--- src/rtl/movimiento_pkg.sv ---
// ---------------------------------------------------------------------------
// movimiento_pkg
// Shared definitions for the movement-controller stepper stages.
//   ST_IDLE..ST_PULSE_LO : FSM state encodings used by motor_step_driver
//   state_e              : enumerated FSM state type built on those encodings
//   DIR_POS / DIR_NEG    : values driven on the DIR pin for each direction
// ---------------------------------------------------------------------------
package movimiento_pkg;

    localparam logic [1:0] ST_IDLE     = 2'd0;
    localparam logic [1:0] ST_SETUP    = 2'd1;
    localparam logic [1:0] ST_PULSE_HI = 2'd2;
    localparam logic [1:0] ST_PULSE_LO = 2'd3;

    typedef enum logic [1:0] {
        S_IDLE     = ST_IDLE,
        S_SETUP    = ST_SETUP,
        S_PULSE_HI = ST_PULSE_HI,
        S_PULSE_LO = ST_PULSE_LO
    } state_e;

    localparam logic DIR_POS = 1'b1;
    localparam logic DIR_NEG = 1'b0;

endpackage

--- src/rtl/motor_step_driver_step_timer.sv ---
// ---------------------------------------------------------------------------
// step_timer
// Cycle counter shared by the DIR setup hold and the STEP pulse/period timing.
// Ports:
//   clk, rst     : clock, asynchronous active-low reset
//   en           : count up by one per cycle
//   clear        : force the count to 0 (wins over en)
//   load         : capture period_in as the current period length
//   period_in    : period length in cycles, already limited to the minimum
//   count        : current count (cycles since the last clear)
//   pulse_done   : count is on the last STEP-high cycle
//   period_done  : count is on the last cycle of the loaded period
// ---------------------------------------------------------------------------
module step_timer #(
    parameter int PW      = 16,
    parameter int PULSE_W = 50
) (
    input  logic          clk,
    input  logic          rst,
    input  logic          en,
    input  logic          clear,
    input  logic          load,
    input  logic [PW-1:0] period_in,
    output logic [PW-1:0] count,
    output logic          pulse_done,
    output logic          period_done
);

    logic [PW-1:0] count_q, count_d;
    logic [PW-1:0] period_q, period_d;

    always_comb begin
        count_d  = count_q;
        period_d = period_q;
        if (clear) begin
            count_d = '0;
        end else if (en) begin
            count_d = count_q + PW'(1);
        end
        if (load) begin
            period_d = period_in;
        end
    end

    always_ff @(posedge clk or negedge rst) begin
        if (!rst) begin
            count_q  <= '0;
            period_q <= '0;
        end else begin
            count_q  <= count_d;
            period_q <= period_d;
        end
    end

    // The count is cleared on the STEP rising edge, so count == k means k
    // cycles have passed since the rise.
    assign count       = count_q;
    assign pulse_done  = (count_q == PW'(PULSE_W - 1));
    assign period_done = (count_q == period_q - PW'(1));

endmodule

--- src/rtl/motor_step_driver.sv ---
// ---------------------------------------------------------------------------
// motor_step_driver
// Converts one axis' pos/neg move request into STEP/DIR pulses and keeps the
// signed step-count position fed back to the movement controller.
// Ports:
//   clk, rst          : clock, asynchronous active-low reset
//   cmd_pos, cmd_neg  : move requests (both together is a fault)
//   period            : step period in cycles, raised to MIN_PERIOD if shorter
//   pos_min, pos_max  : signed inclusive soft limits
//   zero              : one-cycle homing strobe, position <= 0
//   step, dir         : STEP pulse and direction (1 = positive)
//   position          : signed step count
//   busy              : FSM not idle
//   limit             : requested move is blocked by a soft limit
//   fault             : sticky, both requests seen together
// ---------------------------------------------------------------------------
module motor_step_driver
    import movimiento_pkg::*;
#(
    parameter int PW         = 16,
    parameter int PULSE_W    = 50,
    parameter int DIR_SETUP  = 4,
    parameter int MIN_PERIOD = 100
) (
    input  logic          clk,
    input  logic          rst,
    input  logic          cmd_pos,
    input  logic          cmd_neg,
    input  logic [PW-1:0] period,
    input  logic [PW-1:0] pos_min,
    input  logic [PW-1:0] pos_max,
    input  logic          zero,
    output logic          step,
    output logic          dir,
    output logic [PW-1:0] position,
    output logic          busy,
    output logic          limit,
    output logic          fault
);

    state_e        state_q, state_d;
    logic          dir_q, dir_d;
    logic          step_q, step_d;
    logic [PW-1:0] position_q, position_d;
    logic          limit_q, limit_d;
    logic          fault_q, fault_d;

    logic          req_p, req_n, blocked_p, blocked_n;
    logic          go_p, go_n;
    logic [PW-1:0] period_eff;
    logic          tmr_clear, tmr_load;
    logic [PW-1:0] tmr_count;
    logic          pulse_done, period_done;

    step_timer #(
        .PW      (PW),
        .PULSE_W (PULSE_W)
    ) u_timer (
        .clk         (clk),
        .rst         (rst),
        .en          (state_q != S_IDLE),
        .clear       (tmr_clear),
        .load        (tmr_load),
        .period_in   (period_eff),
        .count       (tmr_count),
        .pulse_done  (pulse_done),
        .period_done (period_done)
    );

    always_comb begin
        req_p      = cmd_pos & ~cmd_neg;
        req_n      = cmd_neg & ~cmd_pos;
        blocked_p  = ($signed(position_q) >= $signed(pos_max));
        blocked_n  = ($signed(position_q) <= $signed(pos_min));
        go_p       = req_p & ~blocked_p;
        go_n       = req_n & ~blocked_n;
        period_eff = (period < PW'(MIN_PERIOD)) ? PW'(MIN_PERIOD) : period;
    end

    // Next-state logic. tmr_load marks the cycle on which STEP rises, so it
    // also drives the position update and the period sample.
    always_comb begin
        state_d   = state_q;
        dir_d     = dir_q;
        tmr_clear = 1'b0;
        tmr_load  = 1'b0;
        unique case (state_q)
            S_IDLE: begin
                if (go_p) begin
                    state_d   = S_SETUP;
                    dir_d     = DIR_POS;
                    tmr_clear = 1'b1;
                end else if (go_n) begin
                    state_d   = S_SETUP;
                    dir_d     = DIR_NEG;
                    tmr_clear = 1'b1;
                end
            end
            S_SETUP: begin
                // Count runs 0..DIR_SETUP, giving the DIR_SETUP+1 cycle latency
                // from the IDLE decision to the STEP rise.
                if (tmr_count == PW'(DIR_SETUP)) begin
                    state_d   = S_PULSE_HI;
                    tmr_clear = 1'b1;
                    tmr_load  = 1'b1;
                end
            end
            S_PULSE_HI: begin
                if (pulse_done) begin
                    state_d = S_PULSE_LO;
                end
            end
            S_PULSE_LO: begin
                // Only a continuation in the same direction skips SETUP;
                // a reversal goes back through IDLE.
                if (period_done) begin
                    if ((dir_q == DIR_POS) ? go_p : go_n) begin
                        state_d   = S_PULSE_HI;
                        tmr_clear = 1'b1;
                        tmr_load  = 1'b1;
                    end else begin
                        state_d = S_IDLE;
                    end
                end
            end
            default: state_d = S_IDLE;
        endcase
    end

    always_comb begin
        step_d     = (state_d == S_PULSE_HI);
        position_d = position_q;
        if (zero) begin
            position_d = '0;
        end else if (tmr_load) begin
            position_d = (dir_q == DIR_POS) ? position_q + PW'(1)
                                            : position_q - PW'(1);
        end
        limit_d = (req_p & blocked_p) | (req_n & blocked_n);
        fault_d = fault_q | (cmd_pos & cmd_neg);
    end

    always_ff @(posedge clk or negedge rst) begin
        if (!rst) begin
            state_q    <= S_IDLE;
            dir_q      <= 1'b0;
            step_q     <= 1'b0;
            position_q <= '0;
            limit_q    <= 1'b0;
            fault_q    <= 1'b0;
        end else begin
            state_q    <= state_d;
            dir_q      <= dir_d;
            step_q     <= step_d;
            position_q <= position_d;
            limit_q    <= limit_d;
            fault_q    <= fault_d;
        end
    end

    assign step     = step_q;
    assign dir      = dir_q;
    assign position = position_q;
    assign busy     = (state_q != S_IDLE);
    assign limit    = limit_q;
    assign fault    = fault_q;

endmodule

--- config.mk ---
export PLATFORM = sky130hd
export DESIGN_NAME = motor_step_driver
export DESIGN_NICKNAME = d
export VERILOG_FILES = /design/src/rtl/movimiento_pkg.sv /design/src/rtl/motor_step_driver_step_timer.sv /design/src/rtl/motor_step_driver.sv
export SDC_FILE = /design/constraint.sdc
export NUM_CORES = 1
export LEC_CHECK = 0
export BUFFER_PORTS_ARGS = -buffer_cell sky130_fd_sc_hd__buf_2
export CORE_ASPECT_RATIO = 0.9
export CORE_MARGIN = 2
export CORE_UTILIZATION = 50
export DETAILED_ROUTE_END_ITERATION = 6
export HOLD_SLACK_MARGIN = 0.1
export PLACE_DENSITY = 0.84
export SLEW_MARGIN = 20
export SYNTH_ARGS = -nofsm -noshare
export SYNTH_HDL_FRONTEND = slang
export SYNTH_SLANG_ARGS = --single-unit
--- constraint.sdc ---
create_clock -name clk -period 4.2 [get_ports clk]
set_input_delay 0.63 -clock clk [delete_from_list [all_inputs] [get_ports clk]]
set_output_delay 0.63 -clock clk [all_outputs]
set_load 0.02 [all_outputs]
======== Word level (Yosys, flattened, before mapping) ========
Cells that the tools add are included.
storage, ports and cells
  word-level logic and storage cells ...... 64
  input port bits ......................... 53
  output and inout port bits .............. 21
  bits in latches ......................... 0
  memories kept ........................... 0
  RAM bits ................................ 0
  register bits ........................... 54
  ROM bits ................................ 0
operators by class
  $mul .................................... 0
  add/sub/neg operators ................... 4
  divide/modulo/power cells ............... 0
  equal/unequal tests ..................... 7
  reduce and logical (&&, ||, !) cells .... 6
  shift-type cells ........................ 0
  mux-type cells .......................... 23
  order comparisons ....................... 3
  bitwise gates (word level) .............. 13
operators by type and width
  operator               count
  $mux 16                6
  $add 16x1->16 const B  2
  $sub 16x1->16 const B  2
  $eq 16x16->1           1
  $eq 16x3->1 const B    1
  $eq 16x6->1 const B    1
  $ge 16x16->1           1
  $le 16x16->1           1
  $lt 16x7->1 const B    1
  $mux 2                 6
  $mux 1                 8
  $pmux 2 s4             1
  $reduce_bool 2->1      4
  $and 1x1->1            7
  $eq 2x2->1 const B     3
  $not 1->1              4
  $pmux 1 s3             1
  $eq 2x1->1 const B     1
  $logic_not 2->1        1
  $or 1x1->1             2
  $pmux 1 s2             1
  $reduce_and 2->1       1

======== Logic depth before layout (Yosys ltp) ========
  depth in word-level cells ............... 9
  depth in mapped cells ................... 13

======== By module ========
A second synthesis with hierarchy kept.
second synthesis, totals
  cell total of the unflattened synthesis .. 532
  area total of the unflattened synthesis .. 4,604.4 µm²
by module, submodules not included
  module             area each (µm²)  instances  cells an instance
  motor_step_driver  2,642.5          1          327
  step_timer         1,961.9          1          205

======== Least setup slack after synthesis ========
Ideal clock, no wire load.
  path kind ............................... input -> register
  start ................................... input pos_min[15]
  end ..................................... register position_q[15], in the netlist position[15]
  path buffers ............................ 1
  stages on the path ...................... 12
  arrival time ............................ 3,252 ps
  setup slack ............................. 820 ps
  cell sequence ........................... inv_1 -> ha_1 -> nand4_1 -> or4_1 -> a21o_1 -> o2111ai_1 -> mux2_2 -> a31oi_1 -> o31a_1 -> buf_6 -> nor3_4 -> mux2_1
between the ends
  cells in the longest elaborated chain, start to end .. 8
ends and longest elaborated chain
  what                         line                      source
  from (decl)                  motor_step_driver.sv:30   input logic [PW-1:0] pos_min,
  $le 16x16->1                 motor_step_driver.sv:74   blocked_n = ($signed(position_q) <= $signed(pos_min));
  $not 1->1                    motor_step_driver.sv:76   go_n = req_n & ~blocked_n;
  $and 1x1->1                  motor_step_driver.sv:76
  $mux 1 (2 in a row)          motor_step_driver.sv:117  if ((dir_q == DIR_POS) ? go_p : go_n) begin
  $mux 1                       motor_step_driver.sv:116  if (period_done) begin
  $pmux 1 s2                   motor_step_driver.sv:87   unique case (state_q)
  $reduce_bool 2->1 (no line)  n/a
  to (signal assigned)         motor_step_driver.sv:155  position_q <= position_d;
  to (decl)                    motor_step_driver.sv:44   logic [PW-1:0] position_q, position_d;
No other way between the ends.
A chain may end at the register's enable or synchronous reset.

======== Worst setup path after layout ========
  start ................................... register position_q[11], in the netlist position[11]
  end ..................................... register u_timer.count_q[1], in the netlist u_timer.count[1]
between the ends
  cells in the longest elaborated chain, start to end .. 8
  elaborated cells on any way between the ends .. 14
  classes of those cells .................. order compare: 2; mux: 7; bitwise: 4; reduce/logical: 1
ends and longest elaborated chain
  what                                                 line                                              source
  $le 16x16->1 / $ge 16x16->1 (equally long branches)  motor_step_driver.sv:74, motor_step_driver.sv:73
  $not 1->1, on equally long branches                  motor_step_driver.sv:76, motor_step_driver.sv:75
  $and 1x1->1, on equally long branches                motor_step_driver.sv:76, motor_step_driver.sv:75
  $mux 1 (2 in a row)                                  motor_step_driver.sv:117
  $mux 1                                               motor_step_driver.sv:116
  $pmux 1 s3 (*)                                       motor_step_driver.sv:87
  $mux 16 / $reduce_bool 2->1 (equally long branches)  n/a
  to (signal assigned)                                 motor_step_driver_step_timer.sv:50                count_q <= count_d;
  to (decl)                                            motor_step_driver_step_timer.sv:29                logic [PW-1:0] count_q, count_d;
Every way passes the cells marked *; elsewhere a longest branch is shown, timed or not.

==> flow_metrics.env <==
export IMPL_wl_per_cell_um=14.7
export IMPL_synth_most_common_cell="nand2_1"
export IMPL_max_cap_violations=0
export IMPL_path_depth=10
export IMPL_avgSynthCellArea_sq_um=8.13
export IMPL_worstSkewPairLatency_ns=0.32
export IMPL_yosysSeqAreaShare_pct=30.2
export IMPL_track_usage_pct=23.5
export IMPL_hold_buffers=0
export IMPL_worst_slew_pin_slew_ns=0.725
export IMPL_antenna_found_initial=0
export IMPL_gp_congestion=0.871
export IMPL_setup_viol=0
export IMPL_ff2ff_setup_slack_ns=0.63
export IMPL_port_buffers=73
export IMPL_path_max_fanout=16
export IMPL_synth_area_sq_um=4480
export IMPL_crit_chain="ha_1 > nand4_1 > or4_1 > a21o_1 > o2111ai_1 > mux2_2 > a31oi_1 > o31a_1 > nand2b_1 > nor2_1"
export IMPL_fin_total_pwr_mw=1.22
export IMPL_reg2reg_from="position[11]"
export IMPL_post_route_drc_count=0
export IMPL_grt_max_degree=55
export IMPL_synth_top_flop_cell="dfrtp_1"
export IMPL_end_kind="flip-flop"
export IMPL_die_y_um=93.8
export IMPL_outcome="finished, final reports clean"
export IMPL_diodes=0
export IMPL_worstSetupStartpoint="position[11]"
export IMPL_arrival_ns=3.81
export IMPL_critical_path_max_stage_delay_ns=0.58
export IMPL_ir_worst_vdd_v=0.000151
export IMPL_die_area_sq_um=9740
export IMPL_syn_inst=551
export IMPL_dp_hpwl_mm=8.29
export IMPL_min_period_ns=3.57
export IMPL_grt_pass1_vias=4144
export IMPL_drtPass1Iterations=5
export IMPL_rsz0062_at_grt="false"
export IMPL_clkSinkCount=54
export IMPL_synth_top_cells_by_area="dfrtp_1 30%, ha_1 14%, nand2_1 7.1%"
export IMPL_die_w_um=104
export IMPL_cts_htree_levels=2
export IMPL_tns_ns=0
export IMPL_syn2layout_area_growth_pct=12.5
export IMPL_r2r_end="u_timer.count[1]"
export IMPL_wl_mm=10.8
export IMPL_rr_worst_depth=10
export IMPL_avgViaCountPerCell=5.60
export IMPL_grt_overflow_total=0
export IMPL_setup_ws_ns=0.633
export IMPL_layout_drive_gt1_share_pct=15.2
export IMPL_setup_worst_path_end="u_timer.count[1]"
export IMPL_postRouteAntennaNets=0
export IMPL_synth_edf_count=0
export IMPL_ys_async_sr_fraction_pct=100
export IMPL_hold_path_class="in -> async"
export IMPL_slew_limit_headroom_pct=51.7
export IMPL_critPathTopFamily="simple AND/OR/NAND/NOR gates"
export IMPL_final_setup_skew_ns=0.0113
export IMPL_grt_pass1_wl_mm=18.8
export IMPL_synth_top_area_share_pct=30.2
export IMPL_synth_top_area_cell="dfrtp_1"
export IMPL_worst_ep_required_time_ns=4.44
export IMPL_finalMaxSlewViolations=0
export IMPL_fin_nets=723
export IMPL_ys_ff_latch=54
export IMPL_postLayoutCellArea_sq_um=5040
export IMPL_ios=74
export IMPL_fmax_mhz=280
export IMPL_place_area_sq_um=4940
export IMPL_cts_tree="yes"
export IMPL_core_sq_um=8650
export IMPL_place_ws_ns=0.357
export IMPL_cp_slowest_cell="or4_1"
export IMPL_ys_warn_count=0
export IMPL_clock_root_buffer="clkbuf_8"
export IMPL_cts_path_max_buffers=2
export IMPL_crit_buf_inv=0
export IMPL_leakage_nw=2.48
export IMPL_rows=32
export IMPL_critPathKind="reg -> reg"
export IMPL_path_clk_slew_ns=0.11
export IMPL_power_density_nw_per_um2=242
export IMPL_final_hold_violation_count=0
export IMPL_startpoint_type="flip-flop"
export IMPL_cts_buffers=5
export IMPL_dr_total_vias=4142
export IMPL_start_util_pct=51.8
export IMPL_cts_resized=0
export IMPL_netlist_top_cells_count="85 x nand2_1, 54 x dfrtp_1, 51 x inv_1, 50 x ha_1"
export IMPL_synth_distinct_cells=57
export IMPL_finalCritPeriodShare_pct=84.9
export IMPL_first_iter_violations=218
export IMPL_postCtsSetupBuffers=0
export IMPL_syn_nets=655
cells by family (layout without fill, tap and decap cells):
group	after synthesis	count (layout)	share of synthesized area, %
AND/OR/NAND/NOR	213	213	22.9
AO/OA/AOI/OAI	114	114	15.9
buffers and inverters	67	136	6.14
flip-flops	54	54	30.2
adder cells (fa/ha/maj)	51	51	14.4
XOR/XNOR	45	45	8.80
multiplexers	7	7	1.62
worst reg2reg max path, delay by kind of cell (launching register included):
kind,cells,cell delay (ns)
AO/OA/AOI/OAI,4,0.98
multiplexers,1,0.37
adder cells (fa/ha/maj),1,0.34
AND/OR/NAND/NOR,4,1.34
flip-flops,1,0.46
layout make-up:
cell class              count  area [sq um]
repair buffers             77           395
clock inverters             2          17.5
fillers                   772          3610
multi-input cells         430          2850
well taps                 119           149
inverters                  51           191
flip-flops and latches     54          1350
clock buffers               6          82.6
where the power goes:
group	switching, mW	leakage [nW]	internal (mW)	total [mW]
clock	0.182	0.0514	0.136	0.318
combinational	0.143	1.74	0.121	0.263
sequential	0.0756	0.687	0.562	0.638
metal layers:
layer	routed length [um]	track usage, %
met1	5000	31.1
met2	5040	40.2
met3	619	3.12
met4	176	7.55
met5	0	0
cells in the final DEF (no fill, tap or decap), drive strengths merged, types with 21 or more instances in the layout:
| cell | n |
|---|---|
| nand2 | 86 |
| buf | 77 |
| dfrtp | 54 |
| inv | 51 |
| ha | 50 |
| nor2 | 47 |
| a21oi | 47 |
| xnor2 | 24 |
| o21ai | 22 |
| xor2 | 21 |
flip-flops by register name, summed over array words and instances (netlist names):
register,cells
dir,1
fault,1
limit,1
position,16
state_q,2
step,1
u_timer.count,16
u_timer.period_q,16
stage by stage:
step                      hold WS (ns)  utilization (%)  cells
after floorplan                  0.334                -    551
after global placement           0.453             57.1    731
after detailed placement         0.446             57.1    731
after CTS                        0.470             58.3    739
after global routing             0.483             58.3    739
final                            0.431             58.3    739
worst min path at each step:
stage,startpoint,end,slack (ns),cells after the start
floorplan,rst,dir,0.33,0
CTS,rst,position[3],0.47,2
detailed placement,fault,fault,0.45,1
global placement,fault,fault,0.45,1
global route,fault,fault,0.48,1
finish,rst,position[3],0.43,2
(Power assumes the default switching activity.)
